**src/rtl/spine_ingress_route_stage_if.sv**
```systemverilog
// Flit bus of one spine ingress stage: upstream flits in, routing-table lookup,
// and the routed flit stream towards the crossbar.
interface spine_ingress_route_stage_if #(
    parameter int DATA_W = 32
);
    logic              in_valid;
    logic              in_ready;
    logic [DATA_W-1:0] in_data;
    logic              in_last;
    logic [5:0]        rt_dest_addr;
    logic [3:0]        rt_out_port;
    logic              out_valid;
    logic              out_ready;
    logic [DATA_W-1:0] out_data;
    logic              out_last;
    logic [3:0]        out_port;

    // The ingress stage itself.
    modport slave (
        input  in_valid, in_data, in_last, rt_out_port, out_ready,
        output in_ready, rt_dest_addr, out_valid, out_data, out_last, out_port
    );

    // Upstream source, routing table and crossbar as seen from outside.
    modport master (
        output in_valid, in_data, in_last, rt_out_port, out_ready,
        input  in_ready, rt_dest_addr, out_valid, out_data, out_last, out_port
    );
endinterface

```
**src/rtl/spine_ingress_route_stage.sv**
```systemverilog
// Spine switch ingress: buffers flits, looks up the head flit's destination in
// the routing table, then forwards the whole packet on the locked port or drops it.
module spine_ingress_route_stage #(
    parameter int DATA_W = 32,
    parameter int DEPTH  = 4,
    parameter int CNT_W  = 16
) (
    input  logic                         clk,
    input  logic                         rst_n,
    spine_ingress_route_stage_if.slave   bus,
    output logic                         route_err,
    output logic [CNT_W-1:0]             pkt_cnt,
    output logic [CNT_W-1:0]             drop_cnt
);
    localparam int PTR_W = $clog2(DEPTH);
    localparam logic [PTR_W:0] FULL_CNT = (PTR_W+1)'(DEPTH);

    typedef enum logic [1:0] {IDLE, ROUTE, FWD, DROP} state_t;

    state_t            state;
    logic [DATA_W:0]   mem [DEPTH];
    logic [PTR_W-1:0]  wr_ptr;
    logic [PTR_W-1:0]  rd_ptr;
    logic [PTR_W:0]    count;
    logic              empty;
    logic              push;
    logic              pop;
    logic [DATA_W:0]   head;
    logic [DATA_W:0]   hold;
    logic [5:0]        dest_q;
    logic [3:0]        port_q;
    logic              fwd_valid;

    assign empty        = (count == '0);
    assign head         = mem[rd_ptr];
    assign bus.in_ready = rst_n && (count < FULL_CNT);
    assign push         = bus.in_valid && bus.in_ready;
    assign fwd_valid    = (state == FWD) && !empty;
    assign pop          = (fwd_valid && bus.out_ready) || ((state == DROP) && !empty);

    // During an underrun bubble the last forwarded flit stays on the bus.
    assign bus.out_valid    = fwd_valid;
    assign bus.out_data     = fwd_valid ? head[DATA_W-1:0] : hold[DATA_W-1:0];
    assign bus.out_last     = fwd_valid ? head[DATA_W]     : hold[DATA_W];
    assign bus.out_port     = port_q;
    assign bus.rt_dest_addr = dest_q;
    assign route_err        = (state == ROUTE) && (bus.rt_out_port == 4'd0);

    // NOTE: storage has no reset; validity is tracked by count, so a flush only
    // needs the pointers cleared and the array maps onto plain RAM.
    always_ff @(posedge clk) begin
        if (push) begin
            mem[wr_ptr] <= {bus.in_last, bus.in_data};
        end
    end

    // NOTE: sequential state uses non-blocking assignments so every register
    // samples pre-edge values regardless of evaluation order.
    always_ff @(posedge clk or negedge rst_n) begin
        if (!rst_n) begin
            wr_ptr <= '0;
            rd_ptr <= '0;
            count  <= '0;
        end else begin
            if (push) wr_ptr <= wr_ptr + 1'b1;
            if (pop)  rd_ptr <= rd_ptr + 1'b1;
            case ({push, pop})
                2'b10:   count <= count + 1'b1;
                2'b01:   count <= count - 1'b1;
                default: count <= count;
            endcase
        end
    end

    always_ff @(posedge clk or negedge rst_n) begin
        if (!rst_n) begin
            state    <= IDLE;
            dest_q   <= '0;
            port_q   <= '0;
            hold     <= '0;
            pkt_cnt  <= '0;
            drop_cnt <= '0;
        end else begin
            case (state)
                IDLE: begin
                    if (!empty) begin
                        dest_q <= head[5:0];
                        state  <= ROUTE;
                    end
                end
                ROUTE: begin
                    port_q <= bus.rt_out_port;
                    state  <= (bus.rt_out_port == 4'd0) ? DROP : FWD;
                end
                FWD: begin
                    if (pop) begin
                        hold <= head;
                        if (head[DATA_W]) begin
                            if (pkt_cnt != '1) pkt_cnt <= pkt_cnt + 1'b1;
                            state <= IDLE;
                        end
                    end
                end
                DROP: begin
                    if (pop && head[DATA_W]) begin
                        if (drop_cnt != '1) drop_cnt <= drop_cnt + 1'b1;
                        state <= IDLE;
                    end
                end
                default: state <= IDLE;
            endcase
        end
    end
endmodule

```
**src/flat_wrapper.sv**
```systemverilog
// flat-port wrapper written by rule: the top's interface ports become plain ports
module spine_ingress_route_stage_flat 
#(
    parameter int DATA_W = 32,
    parameter int DEPTH  = 4,
    parameter int CNT_W  = 16
)
  (clk, rst_n, route_err, pkt_cnt, drop_cnt, bus_in_valid, bus_in_data, bus_in_last, bus_rt_out_port, bus_out_ready, bus_in_ready, bus_rt_dest_addr, bus_out_valid, bus_out_data, bus_out_last, bus_out_port);
  spine_ingress_route_stage_if #(.DATA_W(DATA_W)) bus_i ();
  input  logic clk;
  input  logic rst_n;
  output logic route_err;
  output logic [CNT_W-1:0] pkt_cnt;
  output logic [CNT_W-1:0] drop_cnt;
  input wire logic [$bits(bus_i.in_valid)-1:0] bus_in_valid;
  input wire logic [$bits(bus_i.in_data)-1:0] bus_in_data;
  input wire logic [$bits(bus_i.in_last)-1:0] bus_in_last;
  input wire logic [$bits(bus_i.rt_out_port)-1:0] bus_rt_out_port;
  input wire logic [$bits(bus_i.out_ready)-1:0] bus_out_ready;
  output wire logic [$bits(bus_i.in_ready)-1:0] bus_in_ready;
  output wire logic [$bits(bus_i.rt_dest_addr)-1:0] bus_rt_dest_addr;
  output wire logic [$bits(bus_i.out_valid)-1:0] bus_out_valid;
  output wire logic [$bits(bus_i.out_data)-1:0] bus_out_data;
  output wire logic [$bits(bus_i.out_last)-1:0] bus_out_last;
  output wire logic [$bits(bus_i.out_port)-1:0] bus_out_port;
  assign bus_i.in_valid = bus_in_valid;
  assign bus_i.in_data = bus_in_data;
  assign bus_i.in_last = bus_in_last;
  assign bus_i.rt_out_port = bus_rt_out_port;
  assign bus_i.out_ready = bus_out_ready;
  assign bus_in_ready = bus_i.in_ready;
  assign bus_rt_dest_addr = bus_i.rt_dest_addr;
  assign bus_out_valid = bus_i.out_valid;
  assign bus_out_data = bus_i.out_data;
  assign bus_out_last = bus_i.out_last;
  assign bus_out_port = bus_i.out_port;
  spine_ingress_route_stage #(.DATA_W(DATA_W), .DEPTH(DEPTH), .CNT_W(CNT_W)) u_core (.clk(clk), .rst_n(rst_n), .bus(bus_i), .route_err(route_err), .pkt_cnt(pkt_cnt), .drop_cnt(drop_cnt));
endmodule
```
**config.mk**
```make
export PLATFORM = sky130hd
export DESIGN_NAME = spine_ingress_route_stage_flat
export DESIGN_NICKNAME = d
export VERILOG_FILES = /design/src/rtl/spine_ingress_route_stage_if.sv /design/src/rtl/spine_ingress_route_stage.sv /design/src/flat_wrapper.sv
export SDC_FILE = /design/constraint.sdc
export NUM_CORES = 1
export LEC_CHECK = 0
export CAP_MARGIN = 20
export CELL_PAD_IN_SITES_DETAIL_PLACEMENT = 1
export CELL_PAD_IN_SITES_GLOBAL_PLACEMENT = 2
export CORE_ASPECT_RATIO = 1.25
export CORE_MARGIN = 2
export CORE_UTILIZATION = 35
export DETAILED_ROUTE_END_ITERATION = 16
export GPL_TIMING_DRIVEN = 0
export HOLD_SLACK_MARGIN = 0.1
export PLACE_DENSITY_LB_ADDON = 0.1
export SYNTH_ARGS = -nofsm -noshare
export SYNTH_HDL_FRONTEND = slang
export SYNTH_SLANG_ARGS = --single-unit
export TNS_END_PERCENT = 100
```
**constraint.sdc**
```tcl
create_clock -name clk -period 1.9 [get_ports clk]
set_input_delay 0.475 -clock clk [delete_from_list [all_inputs] [get_ports clk]]
set_output_delay 0.475 -clock clk [all_outputs]
set_load 0.1 [all_outputs]
```
== Yosys cells after proc, flatten, opt, wreduce, memory -nomap -nowiden ==
Memories as Yosys holds them, arrays and structs flattened.
Index checks and enable logic that the tools add are counted.
Operators by class
  $add $sub $neg: 6
  multipliers: 0
  div/mod/pow operators: 0
  $lt $le $gt $ge: 1
  equal/unequal tests: 11
  shift-type cells: 0
  mux-type cells: 11
  bitwise operators: 1
  reductions and logical operators: 18
Operators by type and width (count)
  $add A16 B1 Y16 const B: 2
  $mux W32: 1
  $ne A16 B16 Y1 const B: 2
  $mux W2: 4
  $pmux W2 S4: 1
  $reduce_and A4 Y1: 2
  $logic_and A1 B1 Y1: 7
  $eq A2 B2 Y1 const B: 3
  $pmux W3 S2: 1
  $add A2 B1 Y2 const B: 2
  $eq A2 B1 Y1 const B: 2
  $logic_not A4 Y1: 1
  $mux W1: 4
  $ne A2 B1 Y1 const B: 2
  $ne A2 B2 Y1 const B: 2
  $reduce_and A2 Y1: 2
  $add A3 B1 Y3 const B: 1
  $logic_not A3 Y1: 1
  $lt A3 B3 Y1 const B: 1
  $reduce_and A3 Y1: 1
  $sub A3 B1 Y3 const B: 1
  $logic_not A2 Y1: 1
  $reduce_bool A2 Y1: 1
  $logic_not A1 Y1: 1
  2 further kinds: 2
Storage, ports and cells
  register bits after elaboration: 84
  latch bits: 0
  RAM bits: 132
  memory bits (read-only): 0
  input bits: 41
  output and inout port bits: 78
  memories: 1
Memory list
  u_core.mem: words 4, width 33, read ports 1, clocked after memory_dff 0, write ports 1, RTL line spine_ingress_route_stage.sv:21  | logic [DATA_W:0] mem [DEPTH];

== Logic depth before layout (Yosys ltp) ==
Gate-level depths: netlist of run 1.
  word-level depth: 8
  mapped depth: 9
  mapped depth without buffers: 9

== Worst setup path before layout of run 1 ==
No wires, ideal clock.
  path kind: register to output
  start point: register u_core.count[2]
  end point: output port bus_out_last
  arrival: 3428 ps
  required time: 1425 ps
  setup slack: -2003 ps
  stages on the path, launching flop included: 5
  path through: dfrtp_1 > nor3_1 > nor3_2 > buf_2 > o21ai_0
Between the ends
  cells in the longest elaborated chain, start to end: 4
RTL lines
  start: declaration: RTL line spine_ingress_route_stage.sv:24  | logic [PTR_W:0] count;
  start signal: assignment: RTL line spine_ingress_route_stage.sv:68  | 2'b10: count <= count + 1'b1;
  start signal: assignment: RTL line spine_ingress_route_stage.sv:69  | 2'b01: count <= count - 1'b1;
  start signal: assignment: RTL line spine_ingress_route_stage.sv:70  | default: count <= count;
  $logic_not A3 Y1: RTL line spine_ingress_route_stage.sv:34  | assign empty = (count == '0);
  $logic_not A1 Y1: RTL line spine_ingress_route_stage.sv:38  | assign fwd_valid = (state == FWD) && !empty;
  $logic_and A1 B1 Y1: RTL line spine_ingress_route_stage.sv:38
  net bus_out_valid: RTL line flat_wrapper.sv:22  | output wire logic [$bits(bus_i.out_valid)-1:0] bus_out_valid;
  $mux W1: RTL line spine_ingress_route_stage.sv:44  | assign bus.out_last = fwd_valid ? head[DATA_W] : hold[DATA_W];
  end: declaration: RTL line flat_wrapper.sv:24  | output wire logic [$bits(bus_i.out_last)-1:0] bus_out_last;
The timed path passes the listed nets, and every way through them passes these cells.

== Worst setup path after layout of run 1 ==
  start point: register u_core.rd_ptr[0]
  end point: output port bus_out_data[14]
Between the ends
  cells in the longest elaborated chain, start to end: 2
RTL lines
  start: declaration: RTL line spine_ingress_route_stage.sv:23  | logic [PTR_W-1:0] rd_ptr;
  start signal: assignment: RTL line spine_ingress_route_stage.sv:66  | if (pop) rd_ptr <= rd_ptr + 1'b1;
  $mem_v2 Z4 W33
  $mux W32: RTL line spine_ingress_route_stage.sv:43  | assign bus.out_data = fwd_valid ? head[DATA_W-1:0] : hold[DATA_W-1:0];
  end: declaration: RTL line flat_wrapper.sv:23  | output wire logic [$bits(bus_i.out_data)-1:0] bus_out_data;
Every way passes these cells.

==> results.tsv, run 1 <==
metric	value	unit
vias	5249	
slew_violations	0	
drt_iter0_drc	170	
post_synth_main_area_contributors	edfxtp_1, dfrtp_1, mux4_2	
instances_no_fill	1058	
final_nets	754	
path_cells	buf_12 -> clkbuf_16 -> mux4_2 -> mux2_4 -> buf_12	
max_freq	369	MHz
ios	119	
crit_type	reg -> out	
synth_fp_nets	553	
via_per_inst	4.96	
clock_tree.htree_level_count	1	
syn_to_final_growth	45.9	%
yosys.area.top_type	edfxtp_1	
ys_ff_latch	216	
cts_tree	built	
chipHeight	182	µm
crit_fanout	6	
grt_usage	16.4	%
worstMarginPinSlew	745	ps
grt_max_degree	45	
crit_top_cell	buf_12	
synthFlopType	edfxtp_1	
rsz0062_at_grt	true	
critPathLaunchType	register	
synth_warnings	0	
setup_viol	80	
coreArea	25100	µm²
grt_antenna_before_repair	1	
crit_buf_inv	3	
first_pass_iters	4	
postRouteAntennaNets	0	
crit_family	multiplexers	
maxSlewHeadroom	50.0	%
cts_buffers	24	
violations	negative setup slack	
grt_pass1_vias	5806	
grt-ovfl-total	0	
cts_max_path_buffers	3	
final_cell_mix	edfxtp_1, mux2_4, buf_12, dfrtp_1, clkdlybuf4s50_1	
fin_ws	-807	ps
fin_crit_sh	142	%
wl	23000	µm
placementRows	65	
yosysUniqueCellTypes	41	
dp_hpwl	13200	µm
status	finished with violations	
clk_pin_slew	60	ps
end_kind	output port	
maxCapViolCount	0	
yosys.area.top_type_share	44.6	%
fin_crit	2710	ps
async_flop_share	38.9	%
gp_congestion	0.734	
synth-edff-count	132	
drc	0	
syn_inst	504	
start_util	35.4	%
wl_per_cell	21.7	µm
grt_pass1_wl	34000	µm
arrival	2230	ps
min_path_type	in -> reg	
max_stage_delay	500	ps
numPortBuffers	118	
drive_gt1_share	52.3	%
place_inst	958	
netlist_area	8890	µm²
die_w	147	µm
avgSynthCellArea	17.6	µm²
place_ws	-1360	ps
n_antenna_cell	0	
ys_seq_area_share	68.3	%
required	1420	ps
cts.sinks	216	
dieArea	26700	µm²
clk_latency	510	ps
critPathSlowestCell	mux4_2	
layout_commonest_cell	edfxtp_1	
root_buffer	clkbuf_16	
timing_hold_violations_final	0	
final.setup_skew	12.4	ps
fin_util	51.6	%
==> layout make-up <==
cell class              instances  area (µm²)
plain buffers                  19         285
clock buffers                  36         708
clock inverters                 8        85.1
fillers                      2320       12200
inverters                      10        40.0
multi-input cells             260        3220
flip-flops and latches        216        6150
well taps                     335         419
repair buffers                174        2050
==> Yosys cell counts, types with 2 or more instances <==
master and n:
and2_1 5, and3_1 9, and4_1 2, buf_2 12, buf_6 2, clkbuf_1 5, dfrtp_1 84, edfxtp_1 132
ha_1 7, inv_1 10, mux2_1 31, mux2_2 45, mux2i_1 2, mux4_2 33, nand2_1 8, nand3_1 16
nand3_2 2, nand4_1 15, nand4_2 2, nor2_1 12, nor2b_1 2, nor3_1 11, nor3b_1 2, nor4_2 2
o21ai_0 3, or4_1 2, xnor2_1 18, xor2_1 17
==> cell families (layout without fill, tap and decap cells) <==
family / Yosys count / count (layout) / share of synthesized area, %
compound gates: 7 / 7 / 0.521
xor+xnor: 35 / 35 / 3.45
mux: 111 / 111 / 18.2
simple gates: 97 / 99 / 6.74
fa+ha+maj: 8 / 8 / 1.21
buf+inv: 30 / 247 / 1.60
flops: 216 / 216 / 68.3
==> final timing paths <==
kind | startpoint | end | slack [ps] | depth (start not counted)
max in group asynchronous | rst_n | u_core.rd_ptr[0] | 930 | 3
worst min-delay path | bus_rt_out_port[0] | u_core.bus.out_port[0] | 220 | 2
worst min register to register | u_core.pkt_cnt[12] | u_core.pkt_cnt[12] | 470 | 1
worst max-delay path | u_core.rd_ptr[0] | bus_out_data[14] | -810 | 5
min in group asynchronous | rst_n | u_core.pkt_cnt[11] | 690 | 3
worst max register to register | u_core.rd_ptr[0] | u_core.pkt_cnt[1] | -100 | 7
==> state kept, by name, indices dropped and copies added, names as in the netlist <==
name and cells:
u_core.bus.out_port 4, u_core.bus.rt_dest_addr 6, u_core.count 3, u_core.drop_cnt 16, u_core.hold 33, u_core.mem 132, u_core.pkt_cnt 16, u_core.rd_ptr 2
u_core.state 2, u_core.wr_ptr 2
==> metrics by stage <==
step / cell area (µm²) / setup TNS [ps] / hold slack (ps)
after floorplan: 9310 / -28770 / 179
after global placement: 10900 / -954040 / 467
after detailed placement: 10900 / -179740 / 474
after CTS: 12500 / -26450 / 305
after global routing: 13000 / -34490 / 209
final: 13000 / -29380 / 221
==> worst register-to-register path, cell delays in order (launching register included) <==
cell,delay [ps]
dfrtp_2,420
clkbuf_16,170
buf_6,90
mux4_2,530
buf_6,170
nand3_4,150
nor2_4,60
mux2_4,310
==> per-layer routing <==
metal,track usage (%),vias up,part of all wire (%)
met4,4.08,2,2.0
li1,-,2351,-
met2,30.9,114,54
met1,19.4,2745,40
met5,0,-,0.048
met3,3.08,37,3.9
==> repair_timing <==
| item | CTS | global route |
|---|---|---|
| setup endpoints to repair | 253 | 167 |
| setup buffers | 32 | 16 |
| hold buffers | 2 | 0 |
| hold endpoints to repair | 40 | 0 |
| pin swaps | 13 | 11 |
| gates cloned | 0 | 10 |
| gates resized for setup | 598 | 62 |
Power of run 1 is not shown: default switching activity piles up to over one toggle a cycle in this logic, so the estimate is an artifact.
==> inputs of run 2 (changes only) <==
Settings changed: CORE_UTILIZATION 35 to 37.
==> results.tsv, run 2 (synthesis results as in run 1) <==
metric	value	unit	change
min_path_type	in -> reg		
crit_fanout	6		unchanged
cts_max_path_buffers	3		unchanged
setup_viol	203		+150%
fillCellCount	2181		-6.0%
multi_input_area	3210	µm²	-0.47%
drive_gt1_share	49.9	%	-2.4 points
first_pass_iters	4		unchanged
final.setup_skew	17.3	ps	+4.92 ps
regArea	6150	µm²	about the same
gp_congestion	0.731		-0.40%
maxCapViolCount	0		unchanged
vias	5239		-0.19%
wl_per_cell	21.5	µm	-1.1%
chipHeight	177	µm	-2.7%
cts_buffers	23		-4.2%
top_register	u_core.mem		
grt_usage	17.1	%	+0.70 points
drc	0		unchanged
max_freq	372	MHz	+0.75%
final_nets	752		-0.27%
grt_max_degree	34		-24%
cts.sinks	216		unchanged
largestRegisters	u_core.mem (132), u_core.hold (33)		
drt_iter0_drc	133		-22%
clk_pin_slew	60	ps	about the same
coreArea	23600	µm²	-5.9%
ios	119		unchanged
crit_type	reg -> out		
whs	242	ps	+20.4 ps
syn_to_final_growth	43.8	%	
largest_reg_flops	132		unchanged
placed_cell_area	10900	µm²	-0.49%
fin_util	54.0	%	+2.4 points
end_kind	output port		
worstMarginPinSlew	583	ps	-162 ps
fin_crit_sh	141	%	-1.1 points
timing_hold_violations_final	0		unchanged
wl	21700	µm	-5.5%
arrival	2210	ps	-20 ps
fin_ws	-787	ps	+20.2 ps
numPortBuffers	118		unchanged
grt_pass1_wl	33200	µm	-2.2%
slew_violations	0		unchanged
rsz0062_at_grt	true		
place_inst	915		-4.5%
dp_hpwl	12600	µm	-5.0%
required	1420	ps	about the same
grt-ovfl-total	0		unchanged
grt_pass1_vias	5795		-0.19%
postRouteAntennaNets	0		unchanged
start_util	37.6	%	+2.2 points
violations	negative setup slack		
cts_tree	built		
final_cell_mix	edfxtp_1, dfrtp_1, buf_12, mux2_4		
clock_tree.htree_level_count	1		unchanged
status	finished with violations		
maxSlewHeadroom	61.1	%	+11 points
fin_crit	2690	ps	-20.2 ps
dieArea	25300	µm²	-5.3%
grt_antenna_before_repair	0		-1
placementRows	63		-3.1%
clk_latency	510	ps	about the same
layout_commonest_cell	edfxtp_1		
critPathLaunchType	register		
n_antenna_cell	0		unchanged
via_per_inst	5.18		+4.4%
die_w	143	µm	-2.7%
root_buffer	clkbuf_16		
instances_no_fill	1011		-4.4%
postLayoutCellArea	12800	µm²	-1.4%
==> run 2: final timing paths <==
check / startpoint / end / slack, ps / cells past startpoint
worst max-delay path: u_core.rd_ptr[0] / bus_out_data[17] / -790 / 5
worst min-delay path: bus_rt_out_port[2] / u_core.bus.out_port[2] / 240 / 2
worst max register to register: u_core.rd_ptr[0] / u_core.drop_cnt[1] / -220 / 9
worst min register to register: u_core.hold[19] / u_core.hold[19] / 480 / 1
max in group asynchronous: rst_n / u_core.bus.out_port[1] / 870 / 3
min in group asynchronous: rst_n / u_core.drop_cnt[1] / 770 / 4
==> run 2: critical path, stage by stage, from the launching register on <==
cell	delay (ps)
dfrtp_1	370
buf_12	170
clkbuf_16	170
mux4_2	520
mux2_4	300
buf_12	170
==> run 2: routing by layer <==
layer | vias up | part of all wire (%) | wire [µm] | track usage [%]
li1 | 2347 | - | - | -
met2 | 104 | 53 | 11600 | 30.7
met3 | 27 | 4.4 | 948 | 3.33
met1 | 2761 | 41 | 8820 | 21.1
met5 | - | 0 | 0 | 0
met4 | 0 | 1.5 | 334 | 4.62
==> run 2: layout make-up <==
cell class	count	share of cell area, %
timing repair buffer	173	15.7
sequential	216	48.2
buffer	19	2.00
tap	292	2.86
multi-input combinational	260	25.1
clock buffer	31	4.90
inverter	10	0.333
clock inverter	10	0.979
==> run 2: through the flow <==
step / setup TNS [ps] / worst slack, ps
2_1_floorplan: -28770 / -284
3_3_place_gp: -950750 / -4640
3_5_place_dp: -202060 / -1370
4_1_cts: -95860 / -804
5_1_grt: -105610 / -851
6_report: -88720 / -787
==> run 2: what timing repair did <==
action / 4_1_cts / 5_1_grt
resized for setup: 583 / 57
endpoints found under the setup margin: 253 / 246
setup buffers: 22 / 26
pin swaps: 22 / 30
endpoints found under the hold margin: 45 / 84
hold buffers: 3 / 1
gates cloned: 4 / 3
Power of run 2 is left out for the same reason.
==> RTL change, RTL diff (flow settings as in run 2) <==
`DEPTH` is set to 4 in 2 places; all go to 8.
--- a/src/rtl/spine_ingress_route_stage.sv
+++ b/src/rtl/spine_ingress_route_stage.sv
@@ -3,5 +3,5 @@
 module spine_ingress_route_stage #(
     parameter int DATA_W = 32,
-    parameter int DEPTH  = 4,
+    parameter int DEPTH  = 8,
     parameter int CNT_W  = 16
 ) (
--- a/src/flat_wrapper.sv
+++ b/src/flat_wrapper.sv
@@ -3,5 +3,5 @@
 #(
     parameter int DATA_W = 32,
-    parameter int DEPTH  = 4,
+    parameter int DEPTH  = 8,
     parameter int CNT_W  = 16
 )
Formal check against the unedited RTL: not equivalent (Yosys sat finds a counterexample within 10 cycles, from zero or initial values and one cycle with rst_n low).
==> RTL change against run 2 <==
The run still ends with negative setup slack left; design area grew 60%; synthesized cell count grew 57%; sequential share of layout area grew 1.7 points; sequential cell count grew 135; setup slack lost 0.23 ns; area after synthesis grew 56%; routed wire length grew 86%; non-clock buffer count grew 68; global-route usage grew 2.9 points; count of clock-buffer cells in the layout grew 24; register-to-register slack lost 0.48 ns; hold slack gained 0.0071 ns.
Power is left out: the tool's default activity adds up to more than one toggle a clock period on the data nets, which glitch-free logic cannot reach.
==> RTL change: results (changes against run 2) <==
status finished, violations left (unchanged); failing checks negative setup slack (unchanged); highest routing layer actually used met5 (was met4); Inst Count DP 1407 (was 915); XOR/XNOR Fraction of Synth Area 2.28% (was 3.45%); Setup violations, final 159 (was 203); adder-cell area share of the yosys netlist 0.632% (was 1.21%); met1 wire length 16200 µm (was 8820 µm); Post-DP Area 16700 µm² (was 10900 µm²); initial antenna violation count 2 (was 0); met2 wire length 21100 µm (was 11600 µm); setup_tns -59.32 ns (was -88.72 ns); proportion of layout cells with a drive suffix above 1 48.2% (was 49.9%); Clock Latency Late Sink 0.54 ns (was 0.51 ns); post-synth cell types 39 (was 41); GRT met3 Usage 3.73% (was 3.33%); Avg Cell Area, Syn 17.5 µm² (was 17.6 µm²); CTS Buf Count 37 (was 23); DRT iter0 DRCs 545 (was 133); number of global-route vias before repair 8936 (was 5795); ranking of synthesized cells by area edfxtp_1 57%, dfrtp_1 16%, mux4_2 11%, mux2i_1 2.7%, xnor2_1 1.8% (was edfxtp_1 45%, dfrtp_1 24%, mux4_2 8.4%, mux2_2 5.7%, mux2_1 3.9%); Synth async-reset ratio 24.8% (was 38.9%); routed via count 8262 (was 5239); reg2reg setup slack -0.70 ns (was -0.22 ns); RePlAce Congestion 0.733 (was 0.731); met2 Usage GRT 35.8% (was 30.7%); largest net degree at the start of global routing 62 (was 34); Total GRT Usage 20.1% (was 17.1%); Synth Area in Compound Gates 3.32% (was 0.521%); Filler Cell Count 3318 (was 2181); wire length on met3 2000 µm (was 948 µm); crit path DAT 2.44 ns (was 2.21 ns); Least-Margin Pin Slew 0.512 ns (was 0.583 ns); final worst-path setup slack -1.01 ns (was -0.787 ns); first-pass GRT wire length 56900 µm (was 33200 µm); Hold Worst Slack 0.249 ns (was 0.242 ns); DP HPWL 22900 µm (was 12600 µm); hold path start bus_rt_out_port[1] (was bus_rt_out_port[2]); Largest regs u_core.mem (264), u_core.hold (33) (was u_core.mem (132), u_core.hold (33))
[RTL change: changes by cell type in the layout (fill, tap and decap cells not counted), sizes merged, moves of 36 or more]
| cell | change |
|---|---|
| edfxtp | +132 |
| nand2 | +49 |
| clkbuf | +40 |
| mux2i | +36 |
| nor2 | +37 |
| mux2 | -68 |
| buf | +53 |
| o21ai | +36 |
[RTL change: critical path: stages, from the launching register on]
cell,delay (ns)
dfrtp_1,0.37
buf_6,0.16
buf_12,0.16
buf_12,0.15
mux4_2,0.54
mux2i_4,0.23
a21oi_4,0.11
buf_12,0.18
[RTL change: worst max path at each step]
| stage | end | cells after the start |
|---|---|---|
| after detailed placement | bus_out_data[16] | 6 |
| after global routing | bus_out_data[20] | 7 |
| after floorplan | u_core.mem[0][0] | 4 |
| after global placement | u_core.mem[0][15] | 5 |
| final | bus_out_data[20] | 7 |
| after CTS | bus_out_data[22] | 7 |
[RTL change: logic make-up (layout without fill, tap and decap cells)]
group	after synthesis	after routing
AO/OA/AOI/OAI	83	83
XOR/XNOR	36	36
adder cells (fa/ha/maj)	7	7
buffers and inverters	39	330
flip-flops	351	351
multiplexers	111	111
AND/OR/NAND/NOR	165	165
[RTL change: area by class of cell]
type | instances | area, µm² | area share (%)
plain buffers | 32 | 509 | 2.49
repair buffers | 228 | 3070 | 15.0
multi-input cells | 402 | 4830 | 23.7
flip-flops and latches | 351 | 10200 | 49.8
inverters | 2 | 11.3 | 0.0551
clock inverters | 13 | 146 | 0.716
well taps | 486 | 608 | 2.98
clock buffers | 55 | 1080 | 5.27
[RTL change: what timing repair did]
action / 4_1_cts / 5_1_grt
cloned: 9 / 16
hold buffers: 2 / 0
pin swaps: 41 / 38
setup endpoints to repair: 405 / 216
hold endpoints to repair: 26 / 0
resized for setup: 721 / 88
buffers inserted: 53 / 21
